**src/rtl/dma_priority_arbiter.sv**
```systemverilog
// DMA request conditioning and fixed/rotating priority arbiter for a four-channel 8237A-style controller.
// Define DMA_ROTATE_PRIORITY_EN to build in the rotating-priority pointer; without it, priority is fixed.
module dma_priority_arbiter #(
  parameter int NCH = 4
) (
  input  logic           CLK,
  input  logic           RESET,
  input  logic [NCH-1:0] DREQ,
  input  logic [7:0]     commandReg,
  input  logic [NCH-1:0] maskReg,
  input  logic [NCH-1:0] requestReg,
  input  logic           validDACK,
  input  logic           serviceDone,
  output logic [NCH-1:0] VALID_DREQ,
  output logic [NCH-1:0] DACK,
  output logic [1:0]     grantCh,
  output logic           grantValid
);

  typedef enum logic [1:0] {
    IDLE    = 2'd0,
    GRANT   = 2'd1,
    SERVICE = 2'd2
  } state_t;

  state_t         state_q, state_d;
  logic [NCH-1:0] dreq_q, dreq_d;
  logic [1:0]     grant_ch_q, grant_ch_d;
  logic [NCH-1:0] valid_dreq_q, valid_dreq_d;
  logic           grant_valid_q, grant_valid_d;
  logic [NCH-1:0] eff_req;
  logic [NCH-1:0] ack_onehot;
  logic [1:0]     top_eff;
  logic [1:0]     scan_idx;
  logic [1:0]     win_ch;
  logic           win_found;

`ifdef DMA_ROTATE_PRIORITY_EN
  logic [1:0] top_q, top_d;
  assign top_eff = commandReg[4] ? top_q : 2'd0;
`else
  assign top_eff = 2'd0;
`endif

  assign eff_req = (dreq_q & ~maskReg) | requestReg;

  // Scan starting at the highest-priority channel, wrapping past the last one.
  always_comb begin
    win_found = 1'b0;
    win_ch    = '0;
    scan_idx  = '0;
    for (int unsigned k = 0; k < NCH; k++) begin
      scan_idx = top_eff + k[1:0];
      if (!win_found && eff_req[scan_idx]) begin
        win_found = 1'b1;
        win_ch    = scan_idx;
      end
    end
  end

  always_comb begin
    state_d    = state_q;
    grant_ch_d = grant_ch_q;
    dreq_d     = DREQ ^ {NCH{commandReg[6]}};
`ifdef DMA_ROTATE_PRIORITY_EN
    top_d      = top_q;
`endif
    case (state_q)
      IDLE: begin
        if (!commandReg[2] && win_found) begin
          state_d    = GRANT;
          grant_ch_d = win_ch;
        end
      end
      GRANT: begin
        if (validDACK) begin
          state_d = SERVICE;
        end else if (commandReg[2] || !eff_req[grant_ch_q]) begin
          state_d = IDLE;
        end
      end
      SERVICE: begin
        if (serviceDone) begin
          state_d = IDLE;
`ifdef DMA_ROTATE_PRIORITY_EN
          if (commandReg[4]) top_d = grant_ch_q + 2'd1;
`endif
        end
      end
      default: state_d = IDLE;
    endcase

    valid_dreq_d  = '0;
    grant_valid_d = (state_d != IDLE);
    if (state_d != IDLE) valid_dreq_d[grant_ch_d] = 1'b1;
  end

  always_ff @(posedge CLK or posedge RESET) begin
    if (RESET) begin
      state_q       <= IDLE;
      dreq_q        <= '0;
      grant_ch_q    <= '0;
      valid_dreq_q  <= '0;
      grant_valid_q <= 1'b0;
`ifdef DMA_ROTATE_PRIORITY_EN
      top_q         <= '0;
`endif
    end else begin
      state_q       <= state_d;
      dreq_q        <= dreq_d;
      grant_ch_q    <= grant_ch_d;
      valid_dreq_q  <= valid_dreq_d;
      grant_valid_q <= grant_valid_d;
`ifdef DMA_ROTATE_PRIORITY_EN
      top_q         <= top_d;
`endif
    end
  end

  assign ack_onehot = (state_q == SERVICE && validDACK) ? valid_dreq_q : '0;
  assign DACK       = ack_onehot ^ {NCH{~commandReg[7]}};
  assign VALID_DREQ = valid_dreq_q;
  assign grantCh    = grant_ch_q;
  assign grantValid = grant_valid_q;

endmodule
```
**config.mk**
```make
export PLATFORM = sky130hd
export DESIGN_NAME = dma_priority_arbiter
export DESIGN_NICKNAME = d
export VERILOG_FILES = /design/src/rtl/dma_priority_arbiter.sv
export SDC_FILE = /design/constraint.sdc
export NUM_CORES = 1
export LEC_CHECK = 0
export BUFFER_PORTS_ARGS = -buffer_cell sky130_fd_sc_hd__buf_4
export CORE_UTILIZATION = 43
export DETAILED_ROUTE_END_ITERATION = 10
export PLACE_DENSITY = 0.75
export RECOVER_POWER = 100
export SLEW_MARGIN = 10
export SYNTH_ARGS = -nofsm -noshare
export SYNTH_HDL_FRONTEND = slang
export SYNTH_SLANG_ARGS = --single-unit
```
**constraint.sdc**
```tcl
create_clock -name CLK -period 1.7 [get_ports CLK]
set_clock_uncertainty 0.05 [all_clocks]
set_input_delay 0.34 -clock CLK [delete_from_list [all_inputs] [get_ports CLK]]
set_output_delay 0.34 -clock CLK [all_outputs]
set_load 0.02 [all_outputs]
```
==> results list, run 1 <==
* Run status: finished with violations
* Failing checks: setup timing
- Net switching is 43.80% of the power.
* Count of placed standard cells including taps: 118
- Of the post-synthesis cell area, the part taken by muxes is 0%.
- Power density normalized to cell area: 1338 mW/mm²
- CTS built an H-tree with a depth of 1.
* Hold WS: 26.60 ps
- After detailed routing, the number of remaining DRC violations is 0.
- Cells on worst reg2reg path: 6
- Cell Rows: 13
* Crit share post-route: 100.0%
- Clock-pin slew was measured on the worst setup and hold paths at 70 ps.
- Clock power frac: 13.3%
- Leakage power: 0.4612 nW
* Power dissipated by switching net loads: 0.0005924 W
- For the worst setup path, the data required time is 1830 ps.
- Via density per instance: 5.303
- The top cell type by area accounts for 47.88% of the synthesized area.
* Top achievable clock speed: 588.0 MHz
- Count of flip-flops with a built-in enable after synthesis: 0
- In this run the worst path has a maximum fanout of 3.
* Layout cell share with drive strength beyond 1: 42.06%
* Count leader, synth: sky130_fd_sc_hd__dfrtp_1
- Post-synthesis share of cell area spent on and, or, nand and nor gates: 20.99%
- The detailed router placed 647 vias in this run.
- After Yosys synthesis, XOR and XNOR cells account for 10.31% of the synthesized area.
- After the first detailed-routing iteration, the DRC count stood at 8.
- Counting along the longest clock path gives a buffer depth of 2.
* Cell variety after synth: 23
* Unrepaired setup endpoints after global routing: true
* Worst Setup Path Type: flop to flop
* Final critical-path setup slack: -0.6106 ps
- Registers are responsible for 38.4% of the overall power.
* Post-CTS Hold Fix Bufs: 0
- Share of synthesized area occupied by flip-flops and latches: 47.88%
- Half-perimeter wire length of the detailed placement result: 1179 µm
* Clock latency on the worst-skew pair: 270 ps
* Gate count after technology mapping: 72
- Core area: 0.001383 mm²
* Synthesis-to-finish area growth: 48.80%
* Area leader, netlist: sky130_fd_sc_hd__dfrtp_1
- Number of endpoints failing setup at the final stage: 1
* Capturing point of the worst reg2reg path: VALID_DREQ[2]
* Number of non-filler instances in the completed layout: 122
- Detailed-routing iteration count for the pre-antenna-repair pass: 4
- For this configuration, the core starts out at a cell density of 49.14%.
- Summing the areas of all fa, ha and maj instances in the mapped netlist gives 0% of the synthesized area.
- Min cycle time layout: 1701 ps
- Hold violation count in the final report: 0
* Mean area per synthesized cell: 9.436 µm²
- Global route overflow: 0
- Initial antenna violation count: 0
* Class of the tightest hold or removal check: input pin to async pin
- Per report_power, the combinational group accounts for 48.3% of the total.
- Number of clock sinks: 13
- Combinational family with the most area after synthesis: simple AND/OR/NAND/NOR gates
- Post-Synthesis Cell Area: 679.4 µm²
- Reg-to-reg startpoint: dreq_q[1]
* Actual transition at the worst max-transition pin: 745.7 ps
- The first global-routing pass estimated 2539 µm of wire.
- Number of warning messages in the yosys log: 0
- STA classifies the critical path startpoint as a flop.
- The number of slew-limit violations in the final report was 0.
- At the end of routability-driven placement, the weighted congestion stood at 0.7755.
* CTS root buffer: sky130_fd_sc_hd__clkbuf_4
* Maximum vdd drop: 879.1 µV
- Counting the buffers created by CTS gives 3.
- At the end of the flow, the number of nets in the layout was 132.
- Global-route usage over all layers: 19.05%
* Vias in the first global route: 584
- Final ANT Viol Nets: 0
- Data on the critical path arrives at its endpoint at 1830 ps.
- Prior to clock tree synthesis, the placed netlist has a worst setup slack of -38.13 ps.
- Headroom to the max-slew limit: 50.05%
* Worst reg2reg setup slack: -0.6 ps
- In this run the vertical extent of the chip is 41.75 µm.
- Across the run, the number of max-cap violations was 0.
- Top post-synthesis cells by area: sky130_fd_sc_hd__dfrtp_1 48%, sky130_fd_sc_hd__xor2_1 10%, sky130_fd_sc_hd__a211oi_1 4.4%
- Average wire per cell in the routed design: 13.43 µm
- The repair_antennas step left the layout with diodes totalling 0.
- Post-synthesis sequential element count: 13
- After synthesis, the share of flip-flops with an asynchronous set or reset is 100.0%.
- Predominant post-synthesis flop cell: sky130_fd_sc_hd__dfrtp_1
* Count of boundary I/O pins: 35
- Area fraction in compound gates after synthesis: 15.84%
- Synth cell count leaders: 13 x sky130_fd_sc_hd__dfrtp_1, 8 x sky130_fd_sc_hd__inv_1, 8 x sky130_fd_sc_hd__nand2_1, 8 x sky130_fd_sc_hd__xor2_1, 5 x sky130_fd_sc_hd__nor2_1
- Die X-Extent: 41.75 µm
- Internal power: 0.0007601 W
- Pin count of the biggest net entering global routing: 14
- Net count after synthesis: 96
- Sort of element at the end of the critical path: flop
* CTS tree: done
- Summed over all layers, the routed wires come to 1639 µm.
* Count of input and output buffers: 29
- The die covers 0.001743 mm².
==> worst max path at each step <==
stage,to,from
after floorplan,VALID_DREQ[0],grantCh[1]
after global placement,VALID_DREQ[2],commandReg[2]
after detailed placement,VALID_DREQ[0],commandReg[2]
after CTS,DACK[2],state_q[1]
after global routing,DACK[3],state_q[1]
final,VALID_DREQ[2],dreq_q[1]
==> per-layer routing <==
metal / vias to the layer above / part of all wire, % / routed length (µm) / GRT usage, %
li1: 318 / - / - / -
met1: 306 / 46 / 754 / 26.05
met2: 18 / 48 / 789 / 28.44
met3: 5 / 3.8 / 63 / 3.043
met4: 0 / 2.0 / 32 / 10.97
met5: - / 0 / 0 / 0
==> final cells by class <==
class,count,area (µm²)
Multi-Input combinational cell,50,401.6
Fill cell,113,371.6
Sequential cell,13,327.8
Timing Repair Buffer,31,202.7
Inverter,9,33.78
Clock buffer,4,26.28
Tap cell,15,18.77
==> cell families after synthesis <==
family                    count (synthesis)
buffers and inverters                     9
AOI/OAI and AO/OA                        15
xor gates and xnor gates                  8
DFF                                      13
and+or+nand+nor                          27
==> sequential cells by signal, summed over array words and instances, names as in the netlist <==
register and count:
VALID_DREQ 4, dreq_q 4, grantCh 2, grantValid 1, state_q 2
==> critical path, stage by stage (launching register included) <==
cell and delay (ps):
sky130_fd_sc_hd__dfrtp_1 390, sky130_fd_sc_hd__nor2b_4 150, sky130_fd_sc_hd__or4_4 480, sky130_fd_sc_hd__a21oi_2 150
sky130_fd_sc_hd__or2_4 140, sky130_fd_sc_hd__inv_2 50, sky130_fd_sc_hd__a211oi_2 200
==> power by group through the flow <==
stage / Clock, W / Combinational [W] / Sequential, W
after floorplan: 0 / 0.000244 / 0.000576
final: 0.000180 / 0.000653 / 0.000519
after global routing: 0.000205 / 0.000706 / 0.000532
after detailed placement: 0 / 0.000593 / 0.000501
after CTS: 0.000189 / 0.000627 / 0.000501
after global placement: 0 / 0.000583 / 0.000499
==> through the flow <==
stage / power [W] / TNS [ps] / cell area (µm²) / utilization [%]
floorplan: 0.0008207 / 0 / 679.4 / -
global placement: 0.001083 / 0 / 930.9 / 67.33
detailed placement: 0.001094 / -50.03 / 930.9 / 67.33
CTS: 0.001317 / 0 / 980.9 / 70.95
global route: 0.001443 / -330.8 / 1011 / 73.12
finish: 0.001353 / -0.6106 / 1011 / 73.12
==> timing repair <==
item	4_1_cts	5_1_grt
setup endpoints to repair	8	10
pin swaps	0	5
buffers inserted	0	0
gates resized for setup	5	13
==> cell usage in the layout, fill, tap and decap left out <==
master | synthesis | layout
sky130_fd_sc_hd__buf_4 | 0 | 22
sky130_fd_sc_hd__dfrtp_1 | 13 | 11
sky130_fd_sc_hd__clkbuf_1 | 0 | 9
sky130_fd_sc_hd__inv_1 | 8 | 8
sky130_fd_sc_hd__xor2_1 | 8 | 8
sky130_fd_sc_hd__nand2_1 | 8 | 7
sky130_fd_sc_hd__a211oi_2 | 1 | 5
sky130_fd_sc_hd__nor2_1 | 5 | 4
sky130_fd_sc_hd__clkbuf_4 | 0 | 4
sky130_fd_sc_hd__nor2b_1 | 3 | 3
sky130_fd_sc_hd__nor3_1 | 4 | 3
sky130_fd_sc_hd__o21ai_0 | 2 | 2
sky130_fd_sc_hd__a31oi_1 | 2 | 2
sky130_fd_sc_hd__dfrtp_2 | 0 | 2
sky130_fd_sc_hd__nor2b_4 | 1 | 1
sky130_fd_sc_hd__nor3b_1 | 1 | 1
sky130_fd_sc_hd__or3_1 | 1 | 1
sky130_fd_sc_hd__nor4_4 | 0 | 1
sky130_fd_sc_hd__or4_1 | 2 | 1
sky130_fd_sc_hd__a21oi_4 | 0 | 1
sky130_fd_sc_hd__o221ai_1 | 1 | 1
sky130_fd_sc_hd__a21oi_1 | 2 | 1
sky130_fd_sc_hd__nor3_2 | 0 | 1
sky130_fd_sc_hd__or4_4 | 0 | 1
sky130_fd_sc_hd__a21oi_2 | 1 | 1
sky130_fd_sc_hd__or2_4 | 0 | 1
sky130_fd_sc_hd__inv_2 | 1 | 1
sky130_fd_sc_hd__o41ai_2 | 0 | 1
sky130_fd_sc_hd__o22ai_2 | 0 | 1
sky130_fd_sc_hd__nand2_2 | 0 | 1
sky130_fd_sc_hd__nor2_4 | 0 | 1
(Power assumes the default switching activity.)
==> run 2, diff against run 1 <==
--- a/config.mk
+++ b/config.mk
@@ -6,6 +6,7 @@
 export NUM_CORES = 1
 export LEC_CHECK = 0
 export BUFFER_PORTS_ARGS = -buffer_cell sky130_fd_sc_hd__buf_4
+export CORE_MARGIN = 3
 export CORE_UTILIZATION = 43
 export DETAILED_ROUTE_END_ITERATION = 10
 export PLACE_DENSITY = 0.75
==> results list, run 2 (synthesis gave the netlist of run 1 again) <==
- Run status: finished with violations
- The checks that failed: setup timing.
- Max-cap violations in this run came to 0.
* Internal power: 0.0007666 W
- Clock power frac: 13.9%
- CTS root buffer: sky130_fd_sc_hd__clkbuf_4
- After detailed routing, the number of vias per cell comes to 5.138.
- The routed design uses 69 µm of met3 wire.
- Wire length on met1: 732 µm
- Iteration-0 DRC count of the detailed router: 12
- Element type at the critical path start: flop
- Broken down by cell family, the worst path's largest delay share belongs to flip-flops.
* Number of H-tree branching levels: 1
- Among all stages on the critical path, the largest delay is contributed by sky130_fd_sc_hd__dfrtp_1.
* Met2 wire len: 816 µm
- Buffers placed on the I/O ports in this run total 29.
- Net switching fraction of the power: 43.07%
- Crit path required time: 1310 ps
- Synthesis-to-finish area growth: 48.43%
* Die span in y: 45.75 µm
- Derived from the worst setup path, the maximum achievable clock frequency is 585.9 MHz.
- Starting Density: 49.14%
- Final critical-path setup slack: -6.757 ps
* Crit share post-route: 100.4%
- Die X-Extent: 45.75 µm
* Core area: 0.001383 mm²
* Number of max-slew violations in the final report: 0
* Clock-pin slew on the worst setup and hold paths: 80 ps
* Final ANT Viol Nets: 0
- In this run the number of cells on the critical path is 5.
- Leading cell type in the layout, fill and taps excluded: sky130_fd_sc_hd__buf_4
- Most frequent cells in the layout: 24 x sky130_fd_sc_hd__buf_4, 12 x sky130_fd_sc_hd__dfrtp_1, 8 x sky130_fd_sc_hd__inv_1, 8 x sky130_fd_sc_hd__xor2_1, 8 x sky130_fd_sc_hd__clkbuf_1
* Headroom to the max-slew limit: 52.26%
- Count of vias placed by the detailed router: 632
- Vias in the first global route: 585
- Uppermost routed layer: met4
* Maximum vdd drop: 820.6 µV
- During I/O placement, the number of pins put on the boundary was 35.
- Worst Path Max Fanout: 5
* Detailed-routing iteration count for the pre-antenna-repair pass: 3
- At the pin with the least slew margin, the transition time is 712.8 ps.
* Cells on worst reg2reg path: 6
- Worst path cell trace: nand2_2 > nor2_4 > nand2_1 > xor2_1 > buf_4
* Cell Rows: 13
- Dividing total power by cell area gives a power density of 1335 mW/mm².
* Half-perimeter wire length of the detailed placement result: 1252 µm
- Of the total power, combinational logic draws 48.1%.
- In this run the static leakage power is 0.4680 nW.
* Sort of element at the end of the critical path: primary output
- Proportion of power drawn by flip-flops and latches: 38.0%
- Number of nets in the finished design: 133
* Unrepaired setup endpoints after global routing: true
- The smallest clock period supported by the final layout is computed as 1707 ps.
* Number of buffers added by the clock tree synthesis step: 3
- Across all hold checks on the routed design, the worst slack comes to 23.74 ps.
- Worst Setup Path Type: flop to primary output
* Pin count of the biggest net entering global routing: 14
- The later pin in the worst-skew pair is clocked with a latency of 270 ps.
- On the worst path, the slowest cell contributes a delay of 420 ps.
- Class of the tightest hold or removal check: input pin to async pin
- WP buf/inv: 1
- CTS saw 13 sinks.
* Number of antenna repair diodes: 0
* Post-CTS Hold Fix Bufs: 0
- Number of endpoints failing setup at the final stage: 1
* Clock tree buffer depth: 2
- Power dissipated by switching net loads: 0.0005799 W
* Die area: 0.002093 mm²
- After detailed routing, the number of remaining DRC violations is 0.
* Wire length of the first global-routing pass: 2477 µm
- Global route overflow: 0
- Global routing consumed, over all layers together, 17.31% of the routing resources.
* Hold violation count in the final report: 0
- Routed Wire Length: 1645 µm
* Average wire per cell in the routed design: 13.37 µm
* Layout cell share with drive strength beyond 1: 42.59%
* Number of inserted filler cells in the final layout: 112
- Data arrival time of the worst path: 1320 ps
- Gpl congestion: 0.7710
- TritonCTS built the clock tree.
* Initial antenna violation count: 0
* Post-placement setup slack: -33.34 ps
run 2: worst reg2reg max path, cell delays in order (launching register included):
cell	delay (ps)
sky130_fd_sc_hd__dfrtp_1	390
sky130_fd_sc_hd__nor2b_4	150
sky130_fd_sc_hd__or4_4	470
sky130_fd_sc_hd__a21oi_1	160
sky130_fd_sc_hd__or2_4	150
sky130_fd_sc_hd__inv_2	50
sky130_fd_sc_hd__a211oi_2	180
run 2: path summary, 6_finish.rpt:
check / from / endpoint / slack [ps]
max: state_q[1] / DACK[0] / -7
min: RESET / grantValid / 20
max reg2reg: dreq_q[1] / VALID_DREQ[0] / 30
min reg2reg: grantCh[1] / grantCh[1] / 640
max in group asynchronous: RESET / state_q[0] / 1230
min in group CLK: DREQ[3] / dreq_q[3] / 180
run 2: final cells by class:
cell class	instances	area, µm²	area share [%]
clock buffers	4	26.28	2.605
flip-flops and latches	13	326.6	32.38
well taps	15	18.77	1.861
repair buffers	32	214.0	21.22
inverters	9	33.78	3.350
multi-input cells	50	389.1	38.59
run 2: repair_timing:
item	in CTS	in global routing
pin swaps	1	3
buffers inserted	0	1
resized for setup	2	15
endpoints found under the setup margin	5	10
gates cloned	0	0
run 2: power by group through the flow:
| stage | Sequential, W | Clock, W | Combinational, W |
|---|---|---|---|
| 5_1_grt | 0.000525 | 0.000212 | 0.000711 |
| 3_3_place_gp | 0.000499 | 0 | 0.000585 |
| 4_1_cts | 0.000500 | 0.000194 | 0.000613 |
| 2_1_floorplan | 0.000576 | 0 | 0.000244 |
| 3_5_place_dp | 0.000503 | 0 | 0.000597 |
| 6_report | 0.000512 | 0.000187 | 0.000647 |
run 2: per-layer routing:
layer	global-route usage, %	vias to the layer above
li1	-	321
met5	0	-
met3	3.953	3
met1	21.46	295
met2	25.91	13
met4	13.07	0
run 2: stage by stage:
step                TNS [ps]  instances  utilization, %  total power [W]  cell area, µm²
finish                -6.757        123           72.94         0.001347            1008
detailed placement    -33.34        118           67.33         0.001101           930.9
floorplan                  0         72               -        0.0008207           679.4
CTS                   -33.83        122           69.77         0.001308           964.7
global placement           0        118           67.33         0.001084           930.9
global route          -326.8        123           72.94         0.001448            1008
==> run 3, diff against run 2 <==
--- a/config.mk
+++ b/config.mk
@@ -9,7 +9,7 @@
 export CORE_MARGIN = 3
 export CORE_UTILIZATION = 43
 export DETAILED_ROUTE_END_ITERATION = 10
-export PLACE_DENSITY = 0.75
+export PLACE_DENSITY = 0.78
 export RECOVER_POWER = 100
 export SLEW_MARGIN = 10
 export SYNTH_ARGS = -nofsm -noshare
==> results list, run 3 (synthesis gave the netlist of run 1 again) <==
- The total area inside the core boundary comes to 0.001383 mm².
- Leaving out filler cells and counting taps, the final layout contains 125.
- After layout, the design draws a total of 0.001342 W.
- Headroom to the max-slew limit: 51.71%
- Final ANT Viol Nets: 0
- TritonCTS built the clock tree.
* Layout cell share with drive strength beyond 1: 39.09%
- Power spread over the standard cell area amounts to 1344 mW/mm².
- Iteration-0 DRC count of the detailed router: 11
- Data arrives at the worst endpoint at 1850 ps.
- Among cell families on the critical path, the largest total delay comes from simple AND/OR/NAND/NOR gates.
- CTS saw 13 sinks.
- Reg-to-reg startpoint: state_q[1]
- # DRC: 0
- Count of vias placed by the detailed router: 632
* Routed Wire Length: 1481 µm
* Top achievable clock speed: 580.8 MHz
- Setup violations remaining at the end of the flow were counted as 3.
- Count of input and output buffers: 29
- The initial antenna violation count was 0.
- Worst Path Max Fanout: 6
- Final instance area: 998.5 µm²
- From synthesis to final layout, the design area changed by 46.96%.
- The number of slew-limit violations in the final report was 0.
- The clock passes through at most 2 buffers.
- Starting Density: 49.14%
- By startpoint and endpoint, the worst setup path is classified as flop to flop.
- Leakage power: 0.4771 nW
- Detailed-routing iteration count for the pre-antenna-repair pass: 4
- Clock latency on the worst-skew pair: 260 ps
- Most frequent cell on the critical path: sky130_fd_sc_hd__a211oi_2
- The first global-routing pass estimated 2442 µm of wire.
* Vias in the first global route: 579
* Failing checks: setup timing
- Number of nets in the finished design: 135
* Post-CTS Hold Fix Bufs: 0
- Global routing consumed, over all layers together, 16.26% of the routing resources.
* Max incr delay on CP: 550 ps
- The worst setup path is captured at a flop.
- Max-cap check violation count: 0
- Post-placement setup slack: -19.92 ps
* Via density per instance: 5.056
* Capturing point of the worst reg2reg path: VALID_DREQ[1]
- Area of placed instances: 938.4 µm²
- From bottom edge to top edge, the die measures 45.75 µm.
- The worst register-to-register path has a depth of 5.
- Clock-pin slew was measured on the worst setup and hold paths at 70 ps.
* Element type at the critical path start: flop
* Number of H-tree branching levels: 1
- Class of the tightest hold or removal check: input pin to async pin
- The number of hold violations in the final report came to 0.
- Crit share post-route: 101.3%
- The worst-case IR drop observed on VDD is 963.7 µV.
- Across all setup checks in the final design, the least slack found is -21.89 ps.
* Leading cell type in the layout, fill and taps excluded: sky130_fd_sc_hd__buf_4
- After detailed routing, the average wire length per cell comes to 11.85 µm.
- On the critical path, the stage with the largest delay is an instance of sky130_fd_sc_hd__or4_1.
- Count of boundary I/O pins: 35
- Global route overflow: 0
- Clock tree synthesis selected as its root buffer the cell sky130_fd_sc_hd__clkbuf_4.
- Pin count of the biggest net entering global routing: 14
- The number of antenna diodes in the final layout is 0.
- Instance count on the critical path: 5
* Run status: finished with violations
- In this run the register-to-register setup slack is -20 ps.
- Die area: 0.002093 mm²
* Cell Rows: 13
- Buffers inserted during clock tree synthesis total 3.
- Die X-Extent: 45.75 µm
* WP buf/inv: 1
- Fraction of the core area covered by cells at the end of the flow: 72.22%
- For the worst setup path, the data required time is 1830 ps.
* Unrepaired setup endpoints after global routing: true
- Half-perimeter wire length of the detailed placement result: 1194 µm
- At the pin with the least slew margin, the transition time is 721.0 ps.
- Worst path cell trace: or4_1 > a211oi_2 > a21oi_2 > clkbuf_2 > a211oi_2
- Gpl congestion: 0.7769
- Leaving out fill and tap cells, the most frequent cells in the layout are 24 x sky130_fd_sc_hd__buf_4, 12 x sky130_fd_sc_hd__dfrtp_1, 8 x sky130_fd_sc_hd__inv_1, 8 x sky130_fd_sc_hd__xor2_1, 8 x sky130_fd_sc_hd__clkbuf_1.
* Min cycle time layout: 1722 ps
- Including well taps, the total number of placed cells is 119.
[run 3: metrics by stage]
stage          setup TNS [ps]  hold WS [ps]
4_1_cts                -130.2         43.42
3_5_place_dp           -47.69         333.4
5_1_grt                -672.5         65.32
6_report               -42.74         32.33
2_1_floorplan               0         167.0
3_3_place_gp                0         328.2
[run 3: worst max path at each step]
stage	slack, ps	end	from
2_1_floorplan	140	VALID_DREQ[0]	grantCh[1]
3_3_place_gp	20	VALID_DREQ[2]	commandReg[2]
3_5_place_dp	-20	VALID_DREQ[0]	commandReg[2]
4_1_cts	-30	DACK[3]	state_q[1]
5_1_grt	-110	DACK[1]	state_q[1]
6_report	-20	VALID_DREQ[1]	state_q[1]
[run 3: timing repair]
item	4_1_cts	5_1_grt
resized for setup	7	5
setup buffers	1	1
gates cloned	0	0
pin swaps	9	6
setup endpoints to repair	5	10
[run 3: worst reg2reg max path, cell delays in order, from the launching register on]
cell	delay, ps
sky130_fd_sc_hd__dfrtp_1	410
sky130_fd_sc_hd__or4_1	550
sky130_fd_sc_hd__a211oi_2	180
sky130_fd_sc_hd__a21oi_2	40
sky130_fd_sc_hd__clkbuf_2	180
sky130_fd_sc_hd__a211oi_2	210
[run 3: cell type report]
class                      instances  area (µm²)
sequential                        13       326.6
clock buffer                       4       26.28
fill                             114       384.1
multi-input combinational         50       362.8
inverter                           9       33.78
timing repair buffer              34       230.2
tap                               15       18.77
[run 3: report_power, final]
part	internal, W	total (W)	switching, W
clock network	0.0000907	0.000181	0.0000902
logic	0.000276	0.000661	0.000384
registers	0.000411	0.000500	0.0000889
[run 3: layer usage]
| layer | vias to the layer above | wire [µm] | GRT usage [%] | share of wire, % |
|---|---|---|---|---|
| li1 | 324 | - | - | - |
| met1 | 292 | 661 | 22.53 | 45 |
| met2 | 14 | 736 | 24.51 | 50 |
| met3 | 2 | 71 | 3.557 | 4.8 |
| met4 | 0 | 12 | 6.818 | 0.81 |
| met5 | - | 0 | 0 | 0 |
